File: src/rtl/traffic_sensor_pkg.sv
// Shared defaults and sizing helper for the traffic sensor conditioner.
package traffic_sensor_pkg;

  localparam int DEF_DEB_TICKS   = 3;
  localparam int DEF_HOLD_TICKS  = 4;
  localparam int DEF_CNT_W       = 8;
  localparam int DEF_STUCK_TICKS = 64;

  // Bits needed for a counter that must hold values 0..max_val (at least 1).
  function automatic int cnt_width(input int max_val);
    if (max_val < 1) begin
      return 1;
    end else begin
      return $clog2(max_val + 1);
    end
  endfunction

endpackage

File: src/rtl/sensor_channel.sv
// One road's detector conditioning: 2-flop synchronizer, tick-based debounce,
// gap-extension hold, saturating arrival counter and (with
// TRAFFIC_SENSOR_STUCK_DETECT_EN) a stuck-loop detector that masks presence.
module sensor_channel
  import traffic_sensor_pkg::*;
#(
  parameter int DEB_TICKS   = DEF_DEB_TICKS,
  parameter int HOLD_TICKS  = DEF_HOLD_TICKS,
  parameter int CNT_W       = DEF_CNT_W
`ifdef TRAFFIC_SENSOR_STUCK_DETECT_EN
  , parameter int STUCK_TICKS = DEF_STUCK_TICKS
`endif
) (
  input  logic             clock,
  input  logic             reset,
  input  logic             tick,
  input  logic             raw,
  input  logic             cnt_clr,
  output logic             t,
  output logic [CNT_W-1:0] count,
  output logic             fault
);

  localparam int DW = cnt_width(DEB_TICKS - 1);
  localparam int HW = cnt_width(HOLD_TICKS);
  localparam logic [CNT_W-1:0] CNT_MAX = {CNT_W{1'b1}};

  logic          sync1_q, sync1_d, sync2_q, sync2_d;
  logic          filt_q, filt_d;
  logic [DW-1:0] deb_q, deb_d;
  logic [HW-1:0] hold_q, hold_d;
  logic [CNT_W-1:0] cnt_q, cnt_d;
  logic          t_q, t_d;
  logic          filt_rise, filt_fall;
  logic          fault_d;
  logic          fault_drop;

  // Synchronizer chain inputs and debounce: flip filt on the DEB_TICKS-th differing tick.
  always_comb begin
    sync1_d = raw;
    sync2_d = sync1_q;
    filt_d  = filt_q;
    deb_d   = deb_q;
    if (sync2_q == filt_q) begin
      deb_d = {DW{1'b0}};
    end else if (tick) begin
      if (deb_q == DW'(DEB_TICKS - 1)) begin
        filt_d = sync2_q;
        deb_d  = {DW{1'b0}};
      end else begin
        deb_d = deb_q + DW'(1);
      end
    end else begin
      deb_d = deb_q;
    end
    filt_rise = filt_d & ~filt_q;
    filt_fall = ~filt_d & filt_q;
  end

`ifdef TRAFFIC_SENSOR_STUCK_DETECT_EN
  localparam int SW = cnt_width(STUCK_TICKS);
  logic [SW-1:0] stuck_q, stuck_d;
  logic          fault_q;

  // Count ticks of continuous presence; latch a fault until filt falls.
  always_comb begin
    stuck_d = stuck_q;
    if (!filt_q) begin
      stuck_d = {SW{1'b0}};
    end else if (tick && (stuck_q != SW'(STUCK_TICKS))) begin
      stuck_d = stuck_q + SW'(1);
    end else begin
      stuck_d = stuck_q;
    end
    fault_d    = filt_d & (fault_q | (stuck_d == SW'(STUCK_TICKS)));
    fault_drop = fault_q & filt_fall;
  end

  // Stuck detector state.
  always_ff @(posedge clock or posedge reset) begin
    if (reset) begin
      stuck_q <= {SW{1'b0}};
      fault_q <= 1'b0;
    end else begin
      stuck_q <= stuck_d;
      fault_q <= fault_d;
    end
  end

  assign fault = fault_q;
`else
  assign fault_d    = 1'b0;
  assign fault_drop = 1'b0;
  assign fault      = 1'b0;
`endif

  // Gap-extension hold and registered presence; a fault-clearing fall gets no hold.
  always_comb begin
    hold_d = hold_q;
    if (filt_rise) begin
      hold_d = {HW{1'b0}};
    end else if (filt_fall) begin
      if (fault_drop) begin
        hold_d = {HW{1'b0}};
      end else begin
        hold_d = HW'(HOLD_TICKS);
      end
    end else if (tick && (hold_q != {HW{1'b0}}) && !filt_q) begin
      hold_d = hold_q - HW'(1);
    end else begin
      hold_d = hold_q;
    end
    t_d = (filt_d | (hold_d != {HW{1'b0}})) & ~fault_d;
  end

  // Saturating arrival counter; clear wins over a same-cycle arrival.
  always_comb begin
    cnt_d = cnt_q;
    if (cnt_clr) begin
      cnt_d = {CNT_W{1'b0}};
    end else if (filt_rise && (cnt_q != CNT_MAX)) begin
      cnt_d = cnt_q + CNT_W'(1);
    end else begin
      cnt_d = cnt_q;
    end
  end

  // Channel state registers.
  always_ff @(posedge clock or posedge reset) begin
    if (reset) begin
      sync1_q <= 1'b0;
      sync2_q <= 1'b0;
      filt_q  <= 1'b0;
      deb_q   <= {DW{1'b0}};
      hold_q  <= {HW{1'b0}};
      cnt_q   <= {CNT_W{1'b0}};
      t_q     <= 1'b0;
    end else begin
      sync1_q <= sync1_d;
      sync2_q <= sync2_d;
      filt_q  <= filt_d;
      deb_q   <= deb_d;
      hold_q  <= hold_d;
      cnt_q   <= cnt_d;
      t_q     <= t_d;
    end
  end

  assign t     = t_q;
  assign count = cnt_q;

endmodule

File: src/rtl/traffic_sensor_cond.sv
// Loop detector conditioning for roads A and B feeding the light controller.
// Optional stuck-loop detection: define TRAFFIC_SENSOR_STUCK_DETECT_EN.
module traffic_sensor_cond
  import traffic_sensor_pkg::*;
#(
  parameter int DEB_TICKS   = DEF_DEB_TICKS,
  parameter int HOLD_TICKS  = DEF_HOLD_TICKS,
  parameter int CNT_W       = DEF_CNT_W
`ifdef TRAFFIC_SENSOR_STUCK_DETECT_EN
  , parameter int STUCK_TICKS = DEF_STUCK_TICKS
`endif
) (
  input  logic             clock,
  input  logic             reset,
  input  logic             tick,
  input  logic             raw_a,
  input  logic             raw_b,
  input  logic             cnt_clr,
  output logic             ta,
  output logic             tb,
  output logic [CNT_W-1:0] count_a,
  output logic [CNT_W-1:0] count_b,
  output logic             fault_a,
  output logic             fault_b
);

  sensor_channel #(
    .DEB_TICKS  (DEB_TICKS),
    .HOLD_TICKS (HOLD_TICKS),
    .CNT_W      (CNT_W)
`ifdef TRAFFIC_SENSOR_STUCK_DETECT_EN
    , .STUCK_TICKS(STUCK_TICKS)
`endif
  ) u_chan_a (
    .clock   (clock),
    .reset   (reset),
    .tick    (tick),
    .raw     (raw_a),
    .cnt_clr (cnt_clr),
    .t       (ta),
    .count   (count_a),
    .fault   (fault_a)
  );

  sensor_channel #(
    .DEB_TICKS  (DEB_TICKS),
    .HOLD_TICKS (HOLD_TICKS),
    .CNT_W      (CNT_W)
`ifdef TRAFFIC_SENSOR_STUCK_DETECT_EN
    , .STUCK_TICKS(STUCK_TICKS)
`endif
  ) u_chan_b (
    .clock   (clock),
    .reset   (reset),
    .tick    (tick),
    .raw     (raw_b),
    .cnt_clr (cnt_clr),
    .t       (tb),
    .count   (count_b),
    .fault   (fault_b)
  );

endmodule

File: config.mk
export PLATFORM = sky130hd
export DESIGN_NAME = traffic_sensor_cond
export DESIGN_NICKNAME = d
export VERILOG_FILES = /design/src/rtl/traffic_sensor_pkg.sv /design/src/rtl/sensor_channel.sv /design/src/rtl/traffic_sensor_cond.sv
export SDC_FILE = /design/constraint.sdc
export NUM_CORES = 1
export LEC_CHECK = 0
export ABC_AREA = 1
export BUFFER_PORTS_ARGS = -buffer_cell sky130_fd_sc_hd__buf_4
export CAP_MARGIN = 10
export CORE_MARGIN = 8
export CORE_UTILIZATION = 49
export CTS_BUF_LIST = sky130_fd_sc_hd__clkbuf_4
export DETAILED_ROUTE_END_ITERATION = 7
export PLACE_DENSITY = 0.7
export SLEW_MARGIN = 30
export SYNTH_ARGS = -nofsm -noshare
export SYNTH_HDL_FRONTEND = slang
export SYNTH_SLANG_ARGS = --single-unit
File: constraint.sdc
create_clock -name clock -period 1.7 [get_ports clock]
set_input_delay 0.085 -clock clock [delete_from_list [all_inputs] [get_ports clock]]
set_output_delay 0.085 -clock clock [all_outputs]
set_load 0.03 [all_outputs]
==> key figures <==
Floorplan
  – Die H: 78.5 um
  – Row count: 22
  – Die Span X: 78.5 um
  – I/O pin cnt: 26
  – Core Area: 0.00372 mm2
  – Starting Density: 51.4%
  – Die area: 0.00616 mm2

Drt
  – DRT Pass-1 Iters: 4
  – DR WL/cell: 10.7 um
  – Post-route ant nets: 0
  – Via count: 1645
  – DRC viols: 0
  – Vias per cell: 4.81
  – Iteration-0 DRC Markers: 141
  – WL final: 3670 um

Run
  – Max_cap viols: 0

Final layout
  – Final net count: 305
  – Share of layout cells above drive strength 1: 15.0%
  – N_diodes: 0
  – Area taken by multi-input logic gates: 866 um2
  – FILL cells: 339
  – Register Area: 851 um2
  – Layout Utilization: 59.2%
  – Finished Cell Area: 0.00220 mm2
  – Area grow syn2layout: 15.1%

Worst hold path
  – Type of the most critical hold path: primary input to flip-flop
  – Hold Startpoint: cnt_clr

Synthesis
  – Synth cell types: 25
  – Cell count after synthesis: 262
  – Register area share after synthesis: 44.5%
  – Post-synthesis cell area: 0.00191 mm2
  – Most common cell in the netlist: nand2_1
  – Yosys reg bits: 34
  – Top cells by count, synth: 89 x nand2_1, 41 x inv_1, 34 x dfrtp_1
  – Main synth FF type: dfrtp_1
  – Async SR Flop Fraction: 100%
  – Synth area leaders: dfrtp_1 45%, nand2_1 17%, inv_1 8.0%, nand3_1 6.3%, nor2_1 4.7%
  – Synth warn: 0
  – Yosys top cell area share: 44.5%
  – Post-synth EDFFs: 0
  – Post-synth top area cell: dfrtp_1
  – Avg Inst Size Synth: 7.30 um2

Critical path
  – CP endpoint kind: flip-flop
  – Reg2reg end: u_chan_a.t$_DFF_PP0_
  – WP data arrival: 1.67 ns
  – Critical path peak fanout: 4
  – Crit Reg-Reg Startpoint: u_chan_a.hold_q[0]$_DFF_PP0_
  – CP required: 1.92 ns
  – CP Capture Point: u_chan_a.t$_DFF_PP0_
  – Worst R2R Path Depth: 9
  – Worst setup SP type: flip-flop
  – Crit path launch: u_chan_a.hold_q[0]$_DFF_PP0_
  – Crit path kind: flip-flop to flip-flop
  – Setup slack, reg-to-reg: 0.24 ns

Clock network
  – Clock slew at reported path FFs: 0.11 ns
  – Worst-skew pair later-pin latency: 0.34 ns
  – Cts hold-fix bufs: 3
  – CTS Buf Count: 5
  – CTS tree: done
  – CTS resizes: 0
  – Clock tree buffer depth: 2
  – Clk root buf: clkbuf_4
  – Clk sinks: 34
  – Post CTS Setup Buffer Count: 0
  – Htree depth: 2

Global route
  – Pin count of the biggest net entering global routing: 35
  – Tot GR Track Use: 13.0%
  – Global-route wire length before repair: 6520 um
  – Vias in the first global route: 1540
  – Initial antenna violation count: 0
  – Overflow after GRT: 0

Pwr
  – Static Leak: 0.00118 uW
  – Power Dens Cells: 1010 mW/mm2
  – Internal Power: 1370 uW
  – Net Sw Frac: 38.5%
  – Clock power frac: 18.9%
  – Worst vdd ir: 670 uV
  – Comb pwr share: 33.7%
  – Psw: 855 uW
  – Flop pwr share: 47.5%

Timing
  – Period utilisation layout: 85.7%
  – Final setup viols: 0
  – Slew Limit Fails: 0
  – Unrepaired setup endpoints after global routing: false
  – Fin. Hold Viols: 0
  – Setup Skew: 0.00992 ns
  – Setup TNS Final: 0 ns
  – Final Critical Period: 1.46 ns
  – Fmax: 0.687 GHz

Place
  – Hpwl dp: 2700 um
  – IO Port Bufs: 23
  – Final Wtd Congestion: 0.826
  – Area after DPL: 0.00212 mm2

Run status
  – Outcome: completed
## metrics by stage
step,total power [uW],setup slack (ns),hold slack (ns),instances
after floorplan,1650,0.256,0.116,263
after global placement,1800,0.324,0.195,331
after detailed placement,1810,0.270,0.195,331
after CTS,2240,0.242,0.00869,342
after global routing,2410,0.0825,0.00922,342
final,2220,0.244,0.0203,342
## how the worst min path moves through the flow
stage	depth (start not counted)	slack [ns]	end
global placement	1	0.19	u_chan_a.sync1_q$_DFF_PP0_
CTS	4	0.009	u_chan_b.count[3]$_DFFE_PP0P_
global route	4	0.009	u_chan_b.count[3]$_DFFE_PP0P_
floorplan	0	0.12	u_chan_a.sync1_q$_DFF_PP0_
detailed placement	1	0.20	u_chan_b.sync1_q$_DFF_PP0_
finish	4	0.02	u_chan_b.count[3]$_DFFE_PP0P_
## registers in the layout, summed over array words and instances (netlist names), 2 cells and up
name,cells
u_chan_a.hold_q,3
u_chan_a.count,8
u_chan_a.deb_q,2
u_chan_b.count,8
u_chan_b.deb_q,2
u_chan_b.hold_q,3
## power groups by stage
stage,Combinational (uW),Clock (uW),Sequential [uW]
2_1_floorplan,560,0,1090
3_3_place_gp,734,0,1070
3_5_place_dp,744,0,1070
4_1_cts,756,435,1050
5_1_grt,875,470,1070
6_report,749,419,1050
## worst max-delay path, stage by stage, from the launching register on
cell,delay [ns]
dfrtp_1,0.35
inv_1,0.05
ha_1,0.19
ha_1,0.17
inv_1,0.10
nand3_1,0.13
nand2_1,0.08
nand2_1,0.07
a21oi_1,0.12
nand3_1,0.08
## area by class of cell
cell class / instances / share of cell area (%)
multi-input cells: 181 / 39.3
flip-flops and latches: 34 / 38.7
repair buffers: 27 / 9.55
inverters: 44 / 7.50
well taps: 48 / 2.73
clock buffers: 5 / 1.71
clock inverters: 3 / 0.512
## cells in the final DEF, fill, tap and decap left out, drive strengths merged, types with 3 or more instances in the layout
cell type / instances
buf: 24
clkinv: 3
nand3: 24
clkbuf: 5
nor3: 4
dfrtp: 34
a21oi: 5
ha: 6
nand4: 6
inv: 44
nand2: 94
o21ai: 6
dlygate4sd3: 3
nor2: 28
## per-layer routing
layer  routed length [um]  track usage (%)  up-vias
met5                    0                0        -
met4                   29             4.81        0
met3                  217             5.24        6
met2                 1670             20.8       44
met1                 1760             15.4      724
li1                     -                -      871
## kinds of logic (layout without fill, tap and decap cells)
kind of cell / count (synthesis) / after routing / share of synthesized area (%)
other: 1 / 2 / 0.196
AND/OR/NAND/NOR: 159 / 159 / 36.5
XOR/XNOR: 2 / 2 / 0.916
adder cells (fa/ha/maj): 6 / 6 / 3.93
flip-flops: 34 / 34 / 44.5
buffers and inverters: 48 / 79 / 10.4
AO/OA/AOI/OAI: 12 / 12 / 3.53
(Power assumes the default switching activity.)
